[src/rtl/kbd_seq_ctrl.sv]
// PS/2 scancode sequencer: decodes make/break/E0 prefixes, looks up ASCII and counts key presses.
// Optional build macro KBD_TYPEMATIC_FILTER_EN suppresses counting of typematic repeats of the held key.
module kbd_seq_ctrl #(
   parameter int CNT_W = 8
) (
   input  logic             clk,
   input  logic             ret,
   input  logic             code_valid,
   input  logic [7:0]       code,
   output logic             code_ready,
   output logic [7:0]       lut_addr,
   input  logic [7:0]       lut_data,
   output logic [7:0]       cur_scan,
   output logic [7:0]       cur_asc,
   output logic             ext_key,
   output logic             key_down,
   output logic             key_evt,
   output logic [CNT_W-1:0] press_cnt
);

   localparam logic [7:0] BRK_CODE = 8'hF0;
   localparam logic [7:0] EXT_CODE = 8'hE0;

   typedef enum logic [2:0] {
      IDLE     = 3'd0,
      GOT_F0   = 3'd1,
      GOT_E0   = 3'd2,
      GOT_E0F0 = 3'd3,
      LOOKUP   = 3'd4
   } state_t;

   state_t           state_reg, state_next;
   logic [7:0]       lut_addr_reg;
   logic [7:0]       cur_scan_reg;
   logic [7:0]       cur_asc_reg;
   logic             ext_reg;
   logic             ext_key_reg;
   logic             key_down_reg;
   logic             key_evt_reg;
   logic [CNT_W-1:0] press_cnt_reg;
   logic             ready_next;
   logic             xfer;
   logic             count_en;
   logic             brk_match;

   assign xfer = code_valid & ready_next;

   // A break only releases the key if both the scancode and the E0 prefix agree.
   assign brk_match = (code == cur_scan_reg) && (ext_key_reg == (state_reg == GOT_E0F0));

`ifdef KBD_TYPEMATIC_FILTER_EN
   assign count_en = !(key_down_reg && (lut_addr_reg == cur_scan_reg) && (ext_reg == ext_key_reg));
`else
   assign count_en = 1'b1;
`endif

   always_ff @(posedge clk) begin
      if (ret) begin
         state_reg <= IDLE;
      end else begin
         state_reg <= state_next;
      end
   end

   always_comb begin
      state_next = state_reg;
      case (state_reg)
         IDLE: begin
            if (xfer) begin
               if (code == BRK_CODE) begin
                  state_next = GOT_F0;
               end else if (code == EXT_CODE) begin
                  state_next = GOT_E0;
               end else begin
                  state_next = LOOKUP;
               end
            end
         end
         GOT_E0: begin
            if (xfer) begin
               state_next = (code == BRK_CODE) ? GOT_E0F0 : LOOKUP;
            end
         end
         GOT_F0, GOT_E0F0: begin
            if (xfer) begin
               state_next = IDLE;
            end
         end
         LOOKUP:  state_next = IDLE;
         default: state_next = IDLE;
      endcase
   end

   // Ready is gated by reset so no byte is accepted during the reset cycle.
   always_comb begin
      ready_next = 1'b0;
      if (!ret && (state_reg != LOOKUP)) begin
         ready_next = 1'b1;
      end
   end

   always_ff @(posedge clk) begin
      if (ret) begin
         lut_addr_reg  <= '0;
         cur_scan_reg  <= '0;
         cur_asc_reg   <= '0;
         ext_reg       <= 1'b0;
         ext_key_reg   <= 1'b0;
         key_down_reg  <= 1'b0;
         key_evt_reg   <= 1'b0;
         press_cnt_reg <= '0;
      end else begin
         key_evt_reg <= 1'b0;
         case (state_reg)
            IDLE: begin
               if (xfer && (code != BRK_CODE) && (code != EXT_CODE)) begin
                  lut_addr_reg <= code;
                  ext_reg      <= 1'b0;
               end
            end
            GOT_E0: begin
               if (xfer && (code != BRK_CODE)) begin
                  lut_addr_reg <= code;
                  ext_reg      <= 1'b1;
               end
            end
            GOT_F0, GOT_E0F0: begin
               if (xfer && brk_match) begin
                  key_down_reg <= 1'b0;
               end
            end
            LOOKUP: begin
               cur_scan_reg <= lut_addr_reg;
               cur_asc_reg  <= ext_reg ? 8'h00 : lut_data;
               ext_key_reg  <= ext_reg;
               key_down_reg <= 1'b1;
               if (count_en) begin
                  press_cnt_reg <= press_cnt_reg + CNT_W'(1);
                  key_evt_reg   <= 1'b1;
               end
            end
            default: ;
         endcase
      end
   end

   assign code_ready = ready_next;
   assign lut_addr   = lut_addr_reg;
   assign cur_scan   = cur_scan_reg;
   assign cur_asc    = cur_asc_reg;
   assign ext_key    = ext_key_reg;
   assign key_down   = key_down_reg;
   assign key_evt    = key_evt_reg;
   assign press_cnt  = press_cnt_reg;

endmodule

[config.mk]
export PLATFORM = sky130hd
export DESIGN_NAME = kbd_seq_ctrl
export DESIGN_NICKNAME = d
export VERILOG_FILES = /design/src/rtl/kbd_seq_ctrl.sv
export SDC_FILE = /design/constraint.sdc
export NUM_CORES = 1
export LEC_CHECK = 0
export CAP_MARGIN = 20
export CORE_ASPECT_RATIO = 0.8
export CORE_UTILIZATION = 45
export DETAILED_ROUTE_END_ITERATION = 16
export PLACE_DENSITY = 0.79
export SYNTH_ARGS = -nofsm -noshare
export SYNTH_HDL_FRONTEND = slang
export SYNTH_SLANG_ARGS = --single-unit
[constraint.sdc]
create_clock -name clk -period 2 [get_ports clk]
set_input_delay 0.3 -clock clk [delete_from_list [all_inputs] [get_ports clk]]
set_output_delay 0.3 -clock clk [all_outputs]
set_load 0.01 [all_outputs]
## Word level (Yosys, flattened, before mapping)

Cells that the tools add are included.

- Register bits: 39
- Bits of input ports: 19
- Output and inout bits: 36
- Logic and storage cells: 59

- $add $sub $neg: 1
- Equality and inequality tests: 17
- Multiplexer cells: 18
- Bitwise gates (word level): 1
- Reductions and logical operators: 13

Operator list:

| kind | count |
|---|---|
| 2-to-1 mux 8 bit | 3 |
| 2-to-1 mux 3 bit | 6 |
| equality test 8 bit, second input constant | 2 |
| inequality test 8 bit, second input constant | 2 |
| one-hot mux 8 bit (2 select lines) | 1 |
| inequality test 2 bit, second input constant | 6 |
| one-hot mux 3 bit (3 select lines) | 1 |
| adder 8 x 1 -> 8 bit, second input constant | 1 |
| equality test 8 bit | 1 |
| equality test 3 x 2 -> 1 bit, second input constant | 2 |
| AND reduction 3 bit | 2 |
| logical AND 1 bit | 5 |
| 2-to-1 mux 1 bit | 5 |
| one-hot mux 1 bit (2 select lines) | 2 |
| nonzero test 2 bit | 2 |
| equality test 3 x 1 -> 1 bit, second input constant | 1 |
| equality test 3 bit, second input constant | 1 |
| logical NOT 3 bit | 1 |
| inequality test 3 bit, second input constant | 1 |
| AND reduction 2 bit | 1 |
| OR reduction 2 bit | 1 |
| bitwise AND 1 bit | 1 |
| equality test 1 bit | 1 |
| logical NOT 1 bit | 1 |

## Longest topological paths before layout

- Depth in word-level cells: 8
- Gate-level depth with buffers: 6
- Mapped depth without buffers: 4

## Least setup slack after synthesis

OpenSTA, ideal clock, no wires.

- Kind: register to register
- Start: register state_reg[2]
- End: register lut_addr_reg[0], in the netlist lut_addr[0]
- Setup time: 0.128 ns
- Data arrival time: 1.375 ns
- Required time: 1.872 ns
- Slack: 0.497 ns
- Cell stages (with the launch flop): 6
- Buffers on the path: 1
- Clock period less this slack: 1.503 ns
- Cell sequence: dfxtp_1 or3b_1 a311oi_2 buf_6 mux2i_1 nor2_1

- Longest elaborated chain between the ends: 8
- Elaborated cells between the ends (all ways): 13
- Those cells by class: 4 x eq/ne; 2 x mux; 1 x bitwise; 6 x reduce/logical

RTL lines:

| item | line | RTL |
|---|---|---|
| start: declaration | 32 | `state_t state_reg, state_next;` |
| start signal: assignment | 61 | `state_reg <= state_next;` |
| inequality test 3 bit | 97 | `if (!ret && (state_reg != LOOKUP)) begin` |
| logical AND 1 bit | 97 |  |
| 2-to-1 mux 1 bit | 97 |  |
| bitwise AND 1 bit | 46 | `assign xfer = code_valid & ready_next;` |
| logical AND 1 bit | 116, 122 |  |
| logical AND 1 bit | 116 | `if (xfer && (code != BRK_CODE) && (code != EXT_CODE)) begin` |
| inequality test 2 bit (no source line) | - |  |
| AND reduction 3 bit (no source line) | - |  |
| end signal: assignment | 117 | `lut_addr_reg <= code;` |
| end signal: assignment | 123 | `lut_addr_reg <= code;` |
| end: declaration | 33 | `logic [7:0] lut_addr_reg;` |

Several ways; a longest one is shown, not always the timed one.
A chain may end at the register's enable or synchronous reset.

## Final worst setup path

- Start: register state_reg[2]
- End: output code_ready

- Longest elaborated chain between the ends: 3

RTL lines:

| item | line | RTL |
|---|---|---|
| inequality test 3 bit | 97 |  |
| logical AND 1 bit | 97 |  |
| 2-to-1 mux 1 bit | 97 |  |
| end: declaration | 10 | `output logic code_ready,` |

No other way between the ends.

==> impl_metrics.csv <==
group,metric,value,unit
cts,holdBufCountCts,0,
run,drv_cap,0,
setup_path,crit_arrival,1.53,ns
sta,slew_headroom,0.7381,
sta,fmax,0.5476,GHz
sta,rsz0062_at_grt,"false",
setup_path,cp_slowest_stage_delay,0.47,ns
grt,antenna_found_initial,0,
synth,synthAdderAreaFrac,0.007628,
setup_path,cp.required,1.70,ns
routing,drtPass1Iterations,4,
setup_path,cp_cell_sequence,"nor3b_2, nor2_1, clkdlybuf4s50_1",
placed_design,gp_congestion,0.8136,
synth,synth_nets,204,
routing,routed_wl,3.724,mm
final_layout,nets,261,
routing,dr_total_vias,1440,
final_layout,final_cells,284,
floorplanning,chipHeight,56,um
floorplanning,die_area,0.003892,mm2
setup_path,start_kind,"register",
final_layout,post-route-util,0.6828,
sta,worst_slew_pin_slew,0.3929,ns
final_layout,area_delta_synth_final,43.48,%
final_layout,n_antenna_cell,0,
sta,hold_viol,0,
routing,drcViolationCount,0,
grt,grtUsageTotal,0.2052,
power,p_per_area,726.7,mW/mm2
setup_path,crit_path_end_kind,"output pin",
placed_design,dpl-instance-area,0.002236,mm2
setup_path,path_max_fanout,7,
routing,vias_per_cell,5.070,
setup_path,critPathKind,"reg -> out",
floorplanning,coreArea,0.003447,mm2
routing,ant_nets,0,
synth,synthSimpleGateAreaFrac,0.2693,
cts,clk_path_buf_depth,2,
placed_design,port_buffers,54,
routing,routedWlPerCell,13.11,um
cts,clk_pin_slew,0.08,ns
placed_design,pre_cts_ws,-0.02151,ns
cts,cts_tree,"done",
floorplanning,die_width,69.50,um
synth,synth_xor_area_frac,0.08009,
cts,numClockSinks,39,
sta,min_period,1.826,ns
floorplanning,start_util,0.4759,
cts,cts_resized,0,
power,p_leak,0.8055,nW
sta,slew_viol_final,0,
synth,syn_inst,184,
sta,period_share,0.9130,
cts,clockRootBuffer,"clkbuf_8",
routing,drt_iter0_markers,73,
placed_design,hpwlAfterDp,2.501,mm
final_layout,multi_input_comb_area,809.5,um2
synth,ys_seq_area_frac,0.4760,
floorplanning,io_pins,55,
grt,grt_max_degree,39,
cts,cts_setup_buffers,0,
cts,clock_latency,0.30,ns
grt,grt-ovfl-total,0,
hold_path,hold_path.class,"reg -> reg",
grt,grt_pass1_vias,1314,
final_layout,drive_gt1_frac,0.08264,
sta,fin_setup_tns,0,ns
power,p_total,1.710,mW
synth,synth_top_family_by_area,"simple AND/OR/NAND/NOR gates",
final_layout,seqCellArea,780.7,um2
synth,ys_seq_elements,39,
sta,setup_ws,0.1740,ns
cts,ctsHtreeMaxLevel,2,
cts,cts_buffers,5,
synth,synth_compound_gate_area_share,0.08772,
power,ir_drop,0.6344,mV
grt,grt_pass1_wl,6.147,mm
final_layout,fillers,277,
synth,muxShareOfSynthArea,0.04882,
floorplanning,num_rows,19,
setup_path,cpMaxStageDelayCell,"clkdlybuf4s50_1",
sta,hold-worst-slack,0.4550,ns
synth,synth_cell_types,30,
sta,fin_skew,0.002226,ns
synth,yosysWarnings,0,
placed_design,placed_cells,276,
synth,synth_area,0.001640,mm2
synth,avgSynthCellArea,8.915,um2
final_layout,final_area,0.002354,mm2
sta,setup_viol,0,
status,outcome,"finished clean",
==> cell type report <==
type                            instances  area share
Multi-Input combinational cell        134      0.3440
Clock inverter                          2     0.01489
Sequential cell                        39      0.3317
Timing Repair Buffer                   61      0.2520
Tap cell                               42     0.02233
Clock buffer                            6     0.03509
==> path summary, 6_finish.rpt <==
| path | endpoint | depth (start not counted) | slack, ns | start |
|---|---|---|---|---|
| setup / recovery | code_ready | 3 | 0.17 | state_reg[2] |
| hold / removal | cur_asc[2] | 2 | 0.46 | cur_asc[2] |
| hold reg to reg | cur_asc[2] | 2 | 0.46 | cur_asc[2] |
| setup reg to reg | lut_addr[3] | 5 | 0.35 | state_reg[2] |
==> synthesized netlist by cell type <==
cell type   n  share of area
nand2b_1    2         0.0076
and3_1      1         0.0038
nor4_1      1         0.0038
xor2_1      3          0.016
nand3_1     3         0.0092
nand4_1     6          0.023
xnor2_1    12          0.064
and4bb_1    1         0.0076
nand3b_1    8          0.037
buf_2       1         0.0030
a31oi_1     1         0.0038
nor3b_2     2          0.015
and2_1      1         0.0038
nor2_1     19          0.043
nor3_1      1         0.0030
o21ai_0     3         0.0092
nor3_2      2          0.012
a21oi_1    20          0.061
nand2_1    31          0.071
a211oi_1    1         0.0046
clkbuf_1    9          0.021
ha_1        1         0.0076
nor3b_1     1         0.0046
or2b_1      1         0.0046
dfxtp_1    39           0.48
or3_1       1         0.0038
or3b_1      3          0.016
mux2i_1     8          0.049
a311oi_2    1         0.0092
buf_6       1         0.0069
==> routing by layer <==
metal / global-route usage / vias to the layer above / share of wire
li1: - / 738 / -
met1: 0.2716 / 659 / 0.49
met2: 0.3037 / 38 / 0.44
met3: 0.07065 / 5 / 0.054
met4: 0.08746 / 0 / 0.018
met5: 0 / - / 0
==> kinds of logic after synthesis <==
logic type | count (synthesis)
muxes | 8
buffers and inverters | 11
xor gates and xnor gates | 15
and+or+nand+nor | 84
DFF | 39
AOI/OAI and AO/OA | 26
adders and majority gates | 1
==> cells in the final DEF, fill, tap and decap left out <==
master,instances
buf_4,7
and2_1,1
nand2_1,31
and4bb_1,1
nor3_1,1
or3_1,1
mux2i_1,8
nor4_1,1
a211oi_1,1
a311oi_2,1
ha_1,1
xnor2_1,12
clkinv_2,1
nor3b_1,1
dfxtp_1,39
a31oi_1,1
nor2_1,19
o21ai_0,3
a21oi_1,20
bufinv_16,1
nand3_1,3
nand3b_1,8
xor2_1,3
clkbuf_8,6
clkdlybuf4s50_1,54
and3_1,1
nand2b_1,2
nor3_2,2
or2b_1,1
nand4_1,6
or3b_1,3
nor3b_2,2
==> where the power goes <==
part / switching (mW) / total, mW / internal (mW) / leakage (nW)
clock network: 0.287 / 0.691 / 0.404 / 0.0612
logic: 0.0893 / 0.201 / 0.112 / 0.428
registers: 0.0185 / 0.818 / 0.799 / 0.317
==> critical path, delay by kind of cell, from the launching register on <==
kind / cells / cell delay, ns
flip-flops: 1 / 0.44
AND/OR/NAND/NOR: 2 / 0.31
buffers and inverters: 1 / 0.47
Note: power is estimated with default switching activity, not from simulation.
==> edit, RTL diff (config.mk and constraints unchanged) <==
Set the parameter `CNT_W` to 7 (it was 8).
--- a/src/rtl/kbd_seq_ctrl.sv
+++ b/src/rtl/kbd_seq_ctrl.sv
@@ -2,5 +2,5 @@
 // Optional build macro KBD_TYPEMATIC_FILTER_EN suppresses counting of typematic repeats of the held key.
 module kbd_seq_ctrl #(
-   parameter int CNT_W = 8
+   parameter int CNT_W = 7
 ) (
    input  logic             clk,
Interface: changed (resized press_cnt); port bits go from 55 to 54. No check against the original RTL was run, so the function may have changed too.
==> edit against the original RTL <==
Area after synthesis is 1.1% lower; sequential cell count is 1 lower; sequential power is 1% lower; hold slack worse by 0.0039 ns; clock skew is 0.0070 ns higher; critical path depth stayed put; via count is 7.8% higher; cell area is 0.69% lower; power is 6.1% lower; setup slack better by 0.024 ns; global-route usage is 0.087 points higher; routed wire length is 5.1% higher; critical path type unchanged.
==> edit: results (changes against the original RTL) <==
stage,metric,value,unit,change
clocking,CTS resizes,0,,unchanged
layout,Fillers,322,,was 277
placement,hpwl dp,2.75,mm,was 2.50 mm
placement,Placer Congestion,0.847,,was 0.814
sta,worst slew pin tran,0.386,ns,was 0.393 ns
yosys,Syn Nets,209,,was 204
sta,worst clock skew,0.00926,ns,was 0.00223 ns
clocking,Post-CTS Setup Bufs,0,,unchanged
setup_path,Crit Path Max Fanout,8,,was 7
yosys,Yosys warnings,0,,unchanged
yosys,count of different cell masters after synthesis,31,,was 30
layout,NumNets Final,270,,was 261
grt,vias in the first global route,1449,,"was 1,314"
power,"IR drop worst, VDD",0.000539,V,was 0.000634 V
setup_path,Worst EP arrival,1.50,ns,was 1.53 ns
min_path,min-delay src,cur_asc[5]$_SDFFE_PP0P_,,was cur_asc[2]$_SDFFE_PP0P_
clocking,Clock Path Buffers,2,,unchanged
grt,largest net degree at the start of global routing,26,,was 39
layout,share of cells above drive strength 1,0.0996,,was 0.0826
detailed_routing,Vias/cell,5.30,,was 5.07
detailed_routing,Starting DRT DRC Count,77,,was 73
clocking,H-tree level count,2,,unchanged
yosys,"Seq/Total Area, Yosys",0.469,,was 0.476
grt,first-pass GRT wire length,6.52,mm,was 6.15 mm
clocking,cts bufs inserted,5,,unchanged
detailed_routing,WL final,3.91,mm,was 3.72 mm
power,P_leak,0.796,nW,was 0.806 nW
yosys,ys async rst share,0,,unchanged
run_status,status,"complete, no violations",,unchanged
power,P_int,0.00119,W,was 0.00132 W
clocking,"CTS clk-pin slew, worst paths",0.08,ns,about the same
setup_path,kind of critical path,reg2out,,unchanged
yosys,Post-synth top cells,"38 x dfxtp_1, 31 x nand2_1, 27 x a21oi_1",,"was 39 x dfxtp_1, 31 x nand2_1, 20 x a21oi_1"
setup_path,RR Startpoint,state_reg[1]$_SDFFE_PP0P_,,was state_reg[2]$_SDFFE_PP0P_
grt,total track usage,0.206,,was 0.205
yosys,"top cells by area, synth","dfxtp_1 47%, a21oi_1 8.3%, nand2_1 7.2%, xnor2_1 5.9%, nand3b_1 3.7%",,"was dfxtp_1 48%, nand2_1 7.1%, xnor2_1 6.4%, a21oi_1 6.1%, mux2i_1 4.9%"
placement,IO buf count,53,,was 54
grt,initial antenna violation count,0,,unchanged
clocking,Skew-Pair Late Insertion Delay,0.28,ns,was 0.30 ns
edit: worst max-delay path: stages (launching register included):
cell and delay [ns]:
dfxtp_1 0.49, nor3b_2 0.09, nor2_1 0.09, clkdlybuf4s50_1 0.54
edit: per-layer routing:
metal | wire (um) | up-vias | global-route usage
met4 | 28 | 0 | 0.0437
met3 | 252 | 4 | 0.0525
met2 | 1740 | 55 | 0.338
li1 | - | 770 | -
met1 | 1890 | 724 | 0.275
met5 | 0 | - | 0
edit: worst paths after layout:
kind / to / slack, ns / cells past startpoint
hold reg to reg: cur_asc[5]$_SDFFE_PP0P_ / 0.45 / 2
setup reg to reg: ext_reg$_SDFFE_PP0P_ / 0.39 / 4
setup / recovery: code_ready / 0.20 / 3
hold / removal: cur_asc[5]$_SDFFE_PP0P_ / 0.45 / 2
edit: stage by stage:
stage | setup slack (ns) | instance area (um^2) | cells | hold slack, ns | setup TNS, ns
floorplan | 0.562 | 1620 | 189 | 0.448 | 0
global placement | 0.0171 | 2240 | 285 | 0.438 | 0
detailed placement | -0.0101 | 2240 | 285 | 0.444 | -0.0227
CTS | 0.189 | 2340 | 293 | 0.455 | 0
global route | 0.116 | 2340 | 293 | 0.480 | 0
finish | 0.198 | 2340 | 293 | 0.451 | 0
edit: power groups by stage:
stage	Clock, W	Combinational [W]	Sequential (W)
4_1_cts	0.000550	0.000257	0.000806
5_1_grt	0.000587	0.000278	0.000810
6_report	0.000542	0.000258	0.000806
3_3_place_gp	0	0.000253	0.000823
3_5_place_dp	0	0.000256	0.000823
2_1_floorplan	0	0.000114	0.000831
edit: final cells by class:
type / instances / area share
Clock buffer: 6 / 0.0353
Clock inverter: 2 / 0.00535
Multi-Input combinational cell: 140 / 0.346
Sequential cell: 38 / 0.325
Tap cell: 42 / 0.0225
Timing Repair Buffer: 65 / 0.266
edit: cells by family (layout without fill, tap and decap cells):
family	count (synthesis)	after routing	share of synthesized area
flip-flops	38	38	0.469
XOR/XNOR	16	16	0.0864
AO/OA/AOI/OAI	41	41	0.144
AND/OR/NAND/NOR	82	82	0.260
buffers and inverters	11	73	0.0332
adder cells (fa/ha/maj)	1	1	0.00771
